<file path="config.mk">
export PLATFORM = sky130hd
export DESIGN_NAME = forward_hazard_unit
export DESIGN_NICKNAME = d
export VERILOG_FILES = /design/src/rtl/forward_hazard_unit.sv
export SDC_FILE = /design/constraint.sdc
export NUM_CORES = 1
export LEC_CHECK = 0
export ABC_AREA = 1
export CAP_MARGIN = 20
export CORE_MARGIN = 2
export CORE_UTILIZATION = 36
export DETAILED_ROUTE_END_ITERATION = 8
export PLACE_DENSITY = 0.78
export RECOVER_POWER = 100
export SLEW_MARGIN = 20
export SYNTH_ARGS = -nofsm -noshare
export SYNTH_HDL_FRONTEND = slang
export SYNTH_SLANG_ARGS = --single-unit
</file>
<file path="constraint.sdc">
create_clock -name clk -period 1.3 [get_ports clk]
set_input_delay 0.26 -clock clk [delete_from_list [all_inputs] [get_ports clk]]
set_output_delay 0.26 -clock clk [all_outputs]
set_load 0.02 [all_outputs]
</file>
<file path="src/rtl/forward_hazard_unit.sv">
// forward_hazard_unit
//   Control-side partner of the execute stage. It keeps a shadow copy of the
//   EX/MEM/WB destination info and from that produces the registered
//   operand-select codes for EX (mux1/mux2/mux3). It also detects load-use
//   hazards and answers them with a one-cycle stall plus an EX bubble.
//
//   Optional feature macro: HAZARD_PERF_CNT_EN
//     When it is defined, the module has load-use stall and forwarded-operand
//     counters. When it is undefined, stall_cnt_o and fwd_cnt_o are tied to 0
//     and no counter flops are built.
//
//   Ports
//     clk, rst_n            clock (rising edge), async active-low reset
//     id_*_i                decode-stage instruction fields
//     flush_i               redirect: kill the decode instruction (bubble)
//     hold_i                freeze everything (memory busy)
//     mux1_o / mux2_o       operand select: 00 rs, 01 mem_wb, 10 ex_mem, 11 zero
//     mux3_o                1 = immediate drives operand 2
//     stall_o               combinational: hold PC and IF/ID this cycle
//     ex_valid_o            instruction in EX is valid (0 = bubble)
//     stall_cnt_o/fwd_cnt_o performance counters (optional)
module forward_hazard_unit #(
  parameter int unsigned REG_AW = 5,
  parameter int unsigned CNT_W  = 32
) (
  input  logic              clk,
  input  logic              rst_n,
  input  logic              id_valid_i,
  input  logic [REG_AW-1:0] id_rs1_i,
  input  logic [REG_AW-1:0] id_rs2_i,
  input  logic              id_uses_rs1_i,
  input  logic              id_uses_rs2_i,
  input  logic              id_use_imm_i,
  input  logic [REG_AW-1:0] id_rd_i,
  input  logic              id_reg_write_i,
  input  logic              id_mem_read_i,
  input  logic              flush_i,
  input  logic              hold_i,
  output logic [1:0]        mux1_o,
  output logic [1:0]        mux2_o,
  output logic              mux3_o,
  output logic              stall_o,
  output logic              ex_valid_o,
  output logic [CNT_W-1:0]  stall_cnt_o,
  output logic [CNT_W-1:0]  fwd_cnt_o
);

  localparam logic [1:0] SEL_RS   = 2'b00;
  localparam logic [1:0] SEL_MEM  = 2'b01;
  localparam logic [1:0] SEL_EX   = 2'b10;
  localparam logic [1:0] SEL_ZERO = 2'b11;

  typedef enum logic {
    ST_RUN   = 1'b0,
    ST_STALL = 1'b1
  } state_e;

  // What the hazard logic needs to know about an in-flight instruction.
  typedef struct packed {
    logic              valid;
    logic [REG_AW-1:0] rd;
    logic              reg_write;
    logic              mem_read;
  } shadow_t;

  state_e     state_q, state_d;
  shadow_t    ex_q, ex_d;
  shadow_t    mem_q, mem_d;
  shadow_t    wb_q, wb_d;
  logic [1:0] mux1_q, mux1_d;
  logic [1:0] mux2_q, mux2_d;
  logic       mux3_q, mux3_d;
  logic       ex_valid_q, ex_valid_d;

  logic       rs1_hit_load_c;
  logic       rs2_hit_load_c;
  logic       load_use_c;
  logic       stall_c;
  logic       enter_c;

  // Select code for one source operand; the first matching rule wins.
  function automatic logic [1:0] sel_code(
    input logic              uses,
    input logic [REG_AW-1:0] rs,
    input shadow_t           ex_s,
    input shadow_t           mem_s
  );
    logic [1:0] code;
    code = SEL_RS;
    if (!uses) begin
      code = SEL_RS;
    end else if (rs == '0) begin
      code = SEL_ZERO;
    end else if (ex_s.valid && ex_s.reg_write && (ex_s.rd == rs)) begin
      code = SEL_EX;
    end else if (mem_s.valid && mem_s.reg_write && (mem_s.rd == rs)) begin
      code = SEL_MEM;
    end
    return code;
  endfunction

  // Load-use detection against the instruction that is currently in EX.
  always_comb begin
    rs1_hit_load_c = id_uses_rs1_i && (id_rs1_i == ex_q.rd);
    rs2_hit_load_c = id_uses_rs2_i && (id_rs2_i == ex_q.rd);
    load_use_c     = id_valid_i && ex_q.valid && ex_q.mem_read &&
                     (ex_q.rd != '0) && (rs1_hit_load_c || rs2_hit_load_c);
    // STALL state blocks a second stall; flush cancels the stall outright.
    stall_c        = (state_q == ST_RUN) && load_use_c && !flush_i;
    enter_c        = id_valid_i && !flush_i && !stall_c;
  end

  assign stall_o = stall_c;

  // Next-state: shift the shadow pipe and compute EX-entry selects.
  always_comb begin
    state_d    = state_q;
    ex_d       = ex_q;
    mem_d      = mem_q;
    wb_d       = wb_q;
    mux1_d     = mux1_q;
    mux2_d     = mux2_q;
    mux3_d     = mux3_q;
    ex_valid_d = ex_valid_q;

    if (!hold_i) begin
      wb_d       = mem_q;
      mem_d      = ex_q;
      ex_d       = '0;
      mux1_d     = SEL_RS;
      mux2_d     = SEL_RS;
      mux3_d     = id_use_imm_i;
      ex_valid_d = 1'b0;
      state_d    = stall_c ? ST_STALL : ST_RUN;

      if (enter_c) begin
        ex_d.valid     = 1'b1;
        ex_d.rd        = id_rd_i;
        ex_d.reg_write = id_reg_write_i;
        ex_d.mem_read  = id_mem_read_i;
        ex_valid_d     = 1'b1;
        mux1_d         = sel_code(id_uses_rs1_i, id_rs1_i, ex_q, mem_q);
        mux2_d         = sel_code(id_uses_rs2_i, id_rs2_i, ex_q, mem_q);
      end
    end
  end

  // State and output registers.
  always_ff @(posedge clk or negedge rst_n) begin
    if (!rst_n) begin
      state_q    <= ST_RUN;
      ex_q       <= '0;
      mem_q      <= '0;
      wb_q       <= '0;
      mux1_q     <= SEL_RS;
      mux2_q     <= SEL_RS;
      mux3_q     <= 1'b0;
      ex_valid_q <= 1'b0;
    end else begin
      state_q    <= state_d;
      ex_q       <= ex_d;
      mem_q      <= mem_d;
      wb_q       <= wb_d;
      mux1_q     <= mux1_d;
      mux2_q     <= mux2_d;
      mux3_q     <= mux3_d;
      ex_valid_q <= ex_valid_d;
    end
  end

  assign mux1_o     = mux1_q;
  assign mux2_o     = mux2_q;
  assign mux3_o     = mux3_q;
  assign ex_valid_o = ex_valid_q;

`ifdef HAZARD_PERF_CNT_EN
  logic [CNT_W-1:0] stall_cnt_q, stall_cnt_d;
  logic [CNT_W-1:0] fwd_cnt_q, fwd_cnt_d;
  logic [1:0]       fwd_inc_c;

  // Codes 01 and 10 are the forwarded ones; bubbles always carry 00.
  always_comb begin
    fwd_inc_c   = 2'(mux1_d[0] ^ mux1_d[1]) + 2'(mux2_d[0] ^ mux2_d[1]);
    stall_cnt_d = stall_cnt_q;
    fwd_cnt_d   = fwd_cnt_q;
    if (!hold_i) begin
      stall_cnt_d = stall_cnt_q + CNT_W'(stall_c);
      fwd_cnt_d   = fwd_cnt_q + CNT_W'(fwd_inc_c);
    end
  end

  always_ff @(posedge clk or negedge rst_n) begin
    if (!rst_n) begin
      stall_cnt_q <= '0;
      fwd_cnt_q   <= '0;
    end else begin
      stall_cnt_q <= stall_cnt_d;
      fwd_cnt_q   <= fwd_cnt_d;
    end
  end

  assign stall_cnt_o = stall_cnt_q;
  assign fwd_cnt_o   = fwd_cnt_q;
`else
  assign stall_cnt_o = '0;
  assign fwd_cnt_o   = '0;
`endif

endmodule

</file>
# Word level (Yosys, flattened, before mapping)
# Cells that the tools add are included.
[totals]
output_inout_bits = 71
wordCells = 54
in_bits = 25
regBits = 22
[classes]
n_eq_ne = 6
bitwise = 1
n_reduce_logical = 22
muxes = 13
[op_table]
columns = ["operator", "count"]
rows = [
  ["equality test 5 bit", 6],
  ["logical AND 1 bit", 16],
  ["2-to-1 mux 2 bit", 8],
  ["logical NOT 5 bit", 2],
  ["2-to-1 mux 8 bit", 1],
  ["nonzero test 5 bit", 1],
  ["2-to-1 mux 1 bit", 4],
  ["logical NOT 1 bit", 2],
  ["logical OR 1 bit", 1],
  ["NOT 1 bit", 1],
]

# Longest topological paths before layout
[logic_depth]
ltp_word = 9
mapped_depth = 10
ltp_nobuf = 10

# Worst setup path before layout
# No wires, ideal clock.
[synth_path]
path_kind = "register to output"
from = "register ex_q[7] in the netlist's numbering"
to = "output port stall_o"
n_path_buf = 0
slack_ps = -88
required_time_ps = 1040
path_stages_with_launch = 5
arrival_time_ps = 1128
path_cell_list = "dfrtp_1 > nand4_1 > a31oi_2 > nand2_2 > inv_1"
[synth_via]
elab_chain_cells = 6
[synth_lines]
columns = ["element", "line", "text"]
rows = [
  ["start: declaration", "67", "shadow_t ex_q, ex_d;"],
  ["start signal: assignment", "152", "ex_q <= '0;"],
  ["start signal: assignment", "161", "ex_q <= ex_d;"],
  ["logical AND 1 bit (3 in series)", "106", "load_use_c = id_valid_i && ex_q.valid && ex_q.mem_read &&"],
  ["logical AND 1 bit", "107", "(ex_q.rd != '0) && (rs1_hit_load_c || rs2_hit_load_c);"],
  ["logical AND 1 bit (2 in series)", "109", "stall_c = (state_q == ST_RUN) && load_use_c && !flush_i;"],
  ["end: declaration", "42", "output logic stall_o,"],
]
# Every way passes these cells.

# Worst setup path in the final report
[layout_path]
from = "input port id_rs1_i[4]"
to = "output port stall_o"
[layout_via]
elab_chain_cells = 6
[layout_lines]
columns = ["element", "line", "text"]
rows = [
  ["start: declaration", "29", "input logic [REG_AW-1:0] id_rs1_i,"],
  ["equality test 5 bit", "104", "rs1_hit_load_c = id_uses_rs1_i && (id_rs1_i == ex_q.rd);"],
  ["logical AND 1 bit", "104", ""],
  ["logical OR 1 bit", "107", ""],
  ["logical AND 1 bit", "107", ""],
  ["logical AND 1 bit (2 in series)", "109", ""],
]
# Every way passes these cells.

==> flow_metrics.py <==
metrics = {
    "outcome": {
        "outcome": "complete, but fails checks",
        "violations": "negative setup slack",
    },
    "critical_path": {
        "arrival_ns": 1.46,
        "crit_required_ns": 1.04,
        "r2r_start": "ex_q[2]$_DFFE_PN0N_",
        "cp-startpoint": "id_rs1_i[4]",
        "ff2ff_path_depth": 11,
        "cp-start-kind": "input pin",
        "r2r_end": "mux1_o[0]$_DFFE_PN0N_",
        "worstPathMaxFanout": 2,
        "rrSetupSlack_ns": -0.32,
        "endpoint_kind": "output pin",
        "critical_path.endpoint": "stall_o",
        "worstSetupPathType": "input pin to output pin",
    },
    "global_route": {
        "grt_max_degree": 28,
        "grt_use_met2": 0.237,
        "antenna_found_initial": 0,
        "grt_use_met1": 0.191,
        "grt_pass1_wl_mm": 6.09,
        "grt-ovfl-total": 0,
        "grt_use_total": 0.143,
        "grt_util_met3": 0.0190,
        "gr-max-usage-layer": "met2",
        "grt_pass1_vias": 1328,
    },
    "routing": {
        "drc": 0,
        "via_count": 1562,
        "routedWlPerCell_um": 10.5,
        "dr.pass1.iters": 4,
        "drtIter0Drc": 69,
        "viasPerCell": 4.09,
        "drt-total-wl_mm": 4.00,
        "detail-route-antenna-nets": 0,
    },
    "cells_and_area": {
        "final_common_cell": "nand2_1",
        "final_cell_mix": "85 x nand2_1, 64 x conb_1, 24 x buf_4",
        "synthToLayoutAreaGrowth_pct": 25.1,
        "num_antenna_cells": 0,
        "finalNonFillerCells": 382,
        "drive_gt1_frac": 0.222,
        "nets": 341,
        "fill_cells": 465,
    },
    "worst_hold_path": {
        "hp-class": "flip-flop to flip-flop",
    },
    "die": {
        "io_pins": 96,
        "dieArea_um2": 5470,
        "core-area_um2": 4720,
        "die_h_um": 74.0,
        "die_w_um": 74.0,
        "rows": 25,
        "initial_core_util": 0.373,
    },
    "pwr": {
        "p_total_mw": 1.67,
        "p_leak_nw": 1.24,
        "powerDensity_nw_per_um2": 757,
        "ir_drop_uv": 701,
    },
    "logic_synthesis": {
        "avgSynthCellArea_um2": 6.89,
        "synth_top_area_cell": "dfrtp_1",
        "synth_cells": 256,
        "synth_area_leaders": "dfrtp_1 30%, buf_4 28%, nand2_1 19%, inv_1 4.3%, o21ai_0 3.1%",
        "seq_area_frac_synth": 0.298,
        "syn_area_um2": 1760,
        "yosysTopAreaCellShare": 0.298,
        "ys_warn_count": 0,
        "synthDistinctLibCells": 22,
        "synth_seq_cells": 21,
    },
    "timing": {
        "fin_crit_sh": 1.32,
        "worst_pin_slew_ns": 0.512,
        "hold_violations": 0,
        "slew_violations": 0,
        "relSlewSlack": 0.658,
        "setup_viol": 14,
        "fmax_mhz": 582,
        "period_minus_slack_ns": 1.72,
        "rsz0062_at_grt": "true",
        "setup_ws_ns": -0.420,
        "finClkSkew_ns": 0.00170,
    },
    "run": {
        "cap_violations": 0,
    },
    "clock_tree": {
        "clock_latency_ns": 0.26,
        "clkTransAtPathRegs_ns": 0.07,
        "clockBufferDepth": 2,
        "tritoncts": "yes",
        "clock-sinks": 21,
        "clockRootBuffer": "clkbuf_8",
        "cts_htree_levels": 1,
        "cts_buffers": 3,
    },
    "place": {
        "portBuffers": 31,
        "dp_slack_ns": -0.985,
        "gp_congestion": 0.837,
        "place_hpwl_mm": 2.91,
        "dp_cells": 371,
    },
}
## area by class of cell
class,instances,area (um^2),area share
multi-input cells,205,943,0.428
flip-flops and latches,21,533,0.242
repair buffers,58,497,0.225
inverters,27,104,0.0471
well taps,67,83.8,0.0380
clock buffers,4,45.0,0.0204
## where the power goes
part,total (mW),switching (mW),internal [mW],leakage (nW)
clock,0.425,0.206,0.218,0.0228
sequential,0.725,0.0359,0.689,0.275
combinational,0.521,0.352,0.169,0.942
## synthesized netlist by cell type
| cell | n |
|---|---|
| a21oi_1 | 3 |
| o211ai_1 | 1 |
| a21oi_4 | 1 |
| dfrtp_1 | 21 |
| nand2_1 | 89 |
| nor2_2 | 2 |
| inv_1 | 20 |
| nor3_1 | 3 |
| clkbuf_1 | 2 |
| xnor2_1 | 2 |
| a31oi_2 | 1 |
| nand4_1 | 5 |
| nand2_2 | 2 |
| nor2_1 | 11 |
| nand2_4 | 1 |
| inv_2 | 7 |
| o21ai_1 | 1 |
| o21ai_2 | 4 |
| buf_4 | 65 |
| conb_1 | 1 |
| nand3_1 | 3 |
| o21ai_0 | 11 |
## worst min path at each step
stage | from | endpoint | slack (ns) | cells after the start
6_report | mux1_o[0]$_DFFE_PN0N_ | mux1_o[0]$_DFFE_PN0N_ | 0.48 | 2
5_1_grt | state_q$_DFFE_PN0N_ | state_q$_DFFE_PN0N_ | 0.51 | 2
4_1_cts | rst_n | mux2_o[0]$_DFFE_PN0N_ | 0.34 | 2
3_5_place_dp | mux3_o$_DFFE_PN0N_ | mux3_o$_DFFE_PN0N_ | 0.47 | 2
3_3_place_gp | state_q$_DFFE_PN0N_ | state_q$_DFFE_PN0N_ | 0.46 | 2
2_1_floorplan | rst_n | ex_q[0]$_DFFE_PN0N_ | -0.04 | 0
## sequential cells by signal, summed over array words and instances (netlist names)
register and cells:
ex_q 8, mem_q 7, mux1_o 2, mux2_o 2
mux3_o 1, state_q 1
## cells by family (layout without fill, tap and decap cells)
group | after synthesis | after routing | share of synthesized area
XOR/XNOR | 2 | 2 | 0.00994
other | 1 | 64 | 0.00213
flip-flops | 21 | 21 | 0.298
buffers and inverters | 94 | 89 | 0.339
AND/OR/NAND/NOR | 116 | 116 | 0.268
AO/OA/AOI/OAI | 22 | 23 | 0.0830
## per-stage QoR
stage / TNS [ns] / instance area, um^2 / hold WS, ns / util
after floorplan: 0 / 2010 / -0.0356 / -
after CTS: -2.54 / 2140 / 0.343 / 0.452
final: -3.90 / 2210 / 0.483 / 0.467
after global placement: -7.38 / 2060 / 0.464 / 0.437
after global routing: -5.42 / 2210 / 0.514 / 0.467
after detailed placement: -7.91 / 2060 / 0.466 / 0.437
## layer usage
metal  share of wire  vias up
met5               0        -
met1            0.42      693
met4           0.021        0
met2            0.49       85
li1                -      774
met3           0.071       10
## critical path, stage by stage
cell             delay (ns)
clkdlybuf4s50_1        0.45
xnor2_1                0.27
nand4_1                0.15
nand2_2                0.11
nand2_4                0.06
inv_4                  0.05
buf_6                  0.10
## timing repair
action | 4_1_cts | 5_1_grt
hold buffers | 0 | 0
gates cloned | 1 | 0
setup buffers | 3 | 5
setup endpoints to repair | 20 | 14
pin swaps | 16 | 10
gates resized for setup | 32 | 13
(Power assumes the default switching activity.)
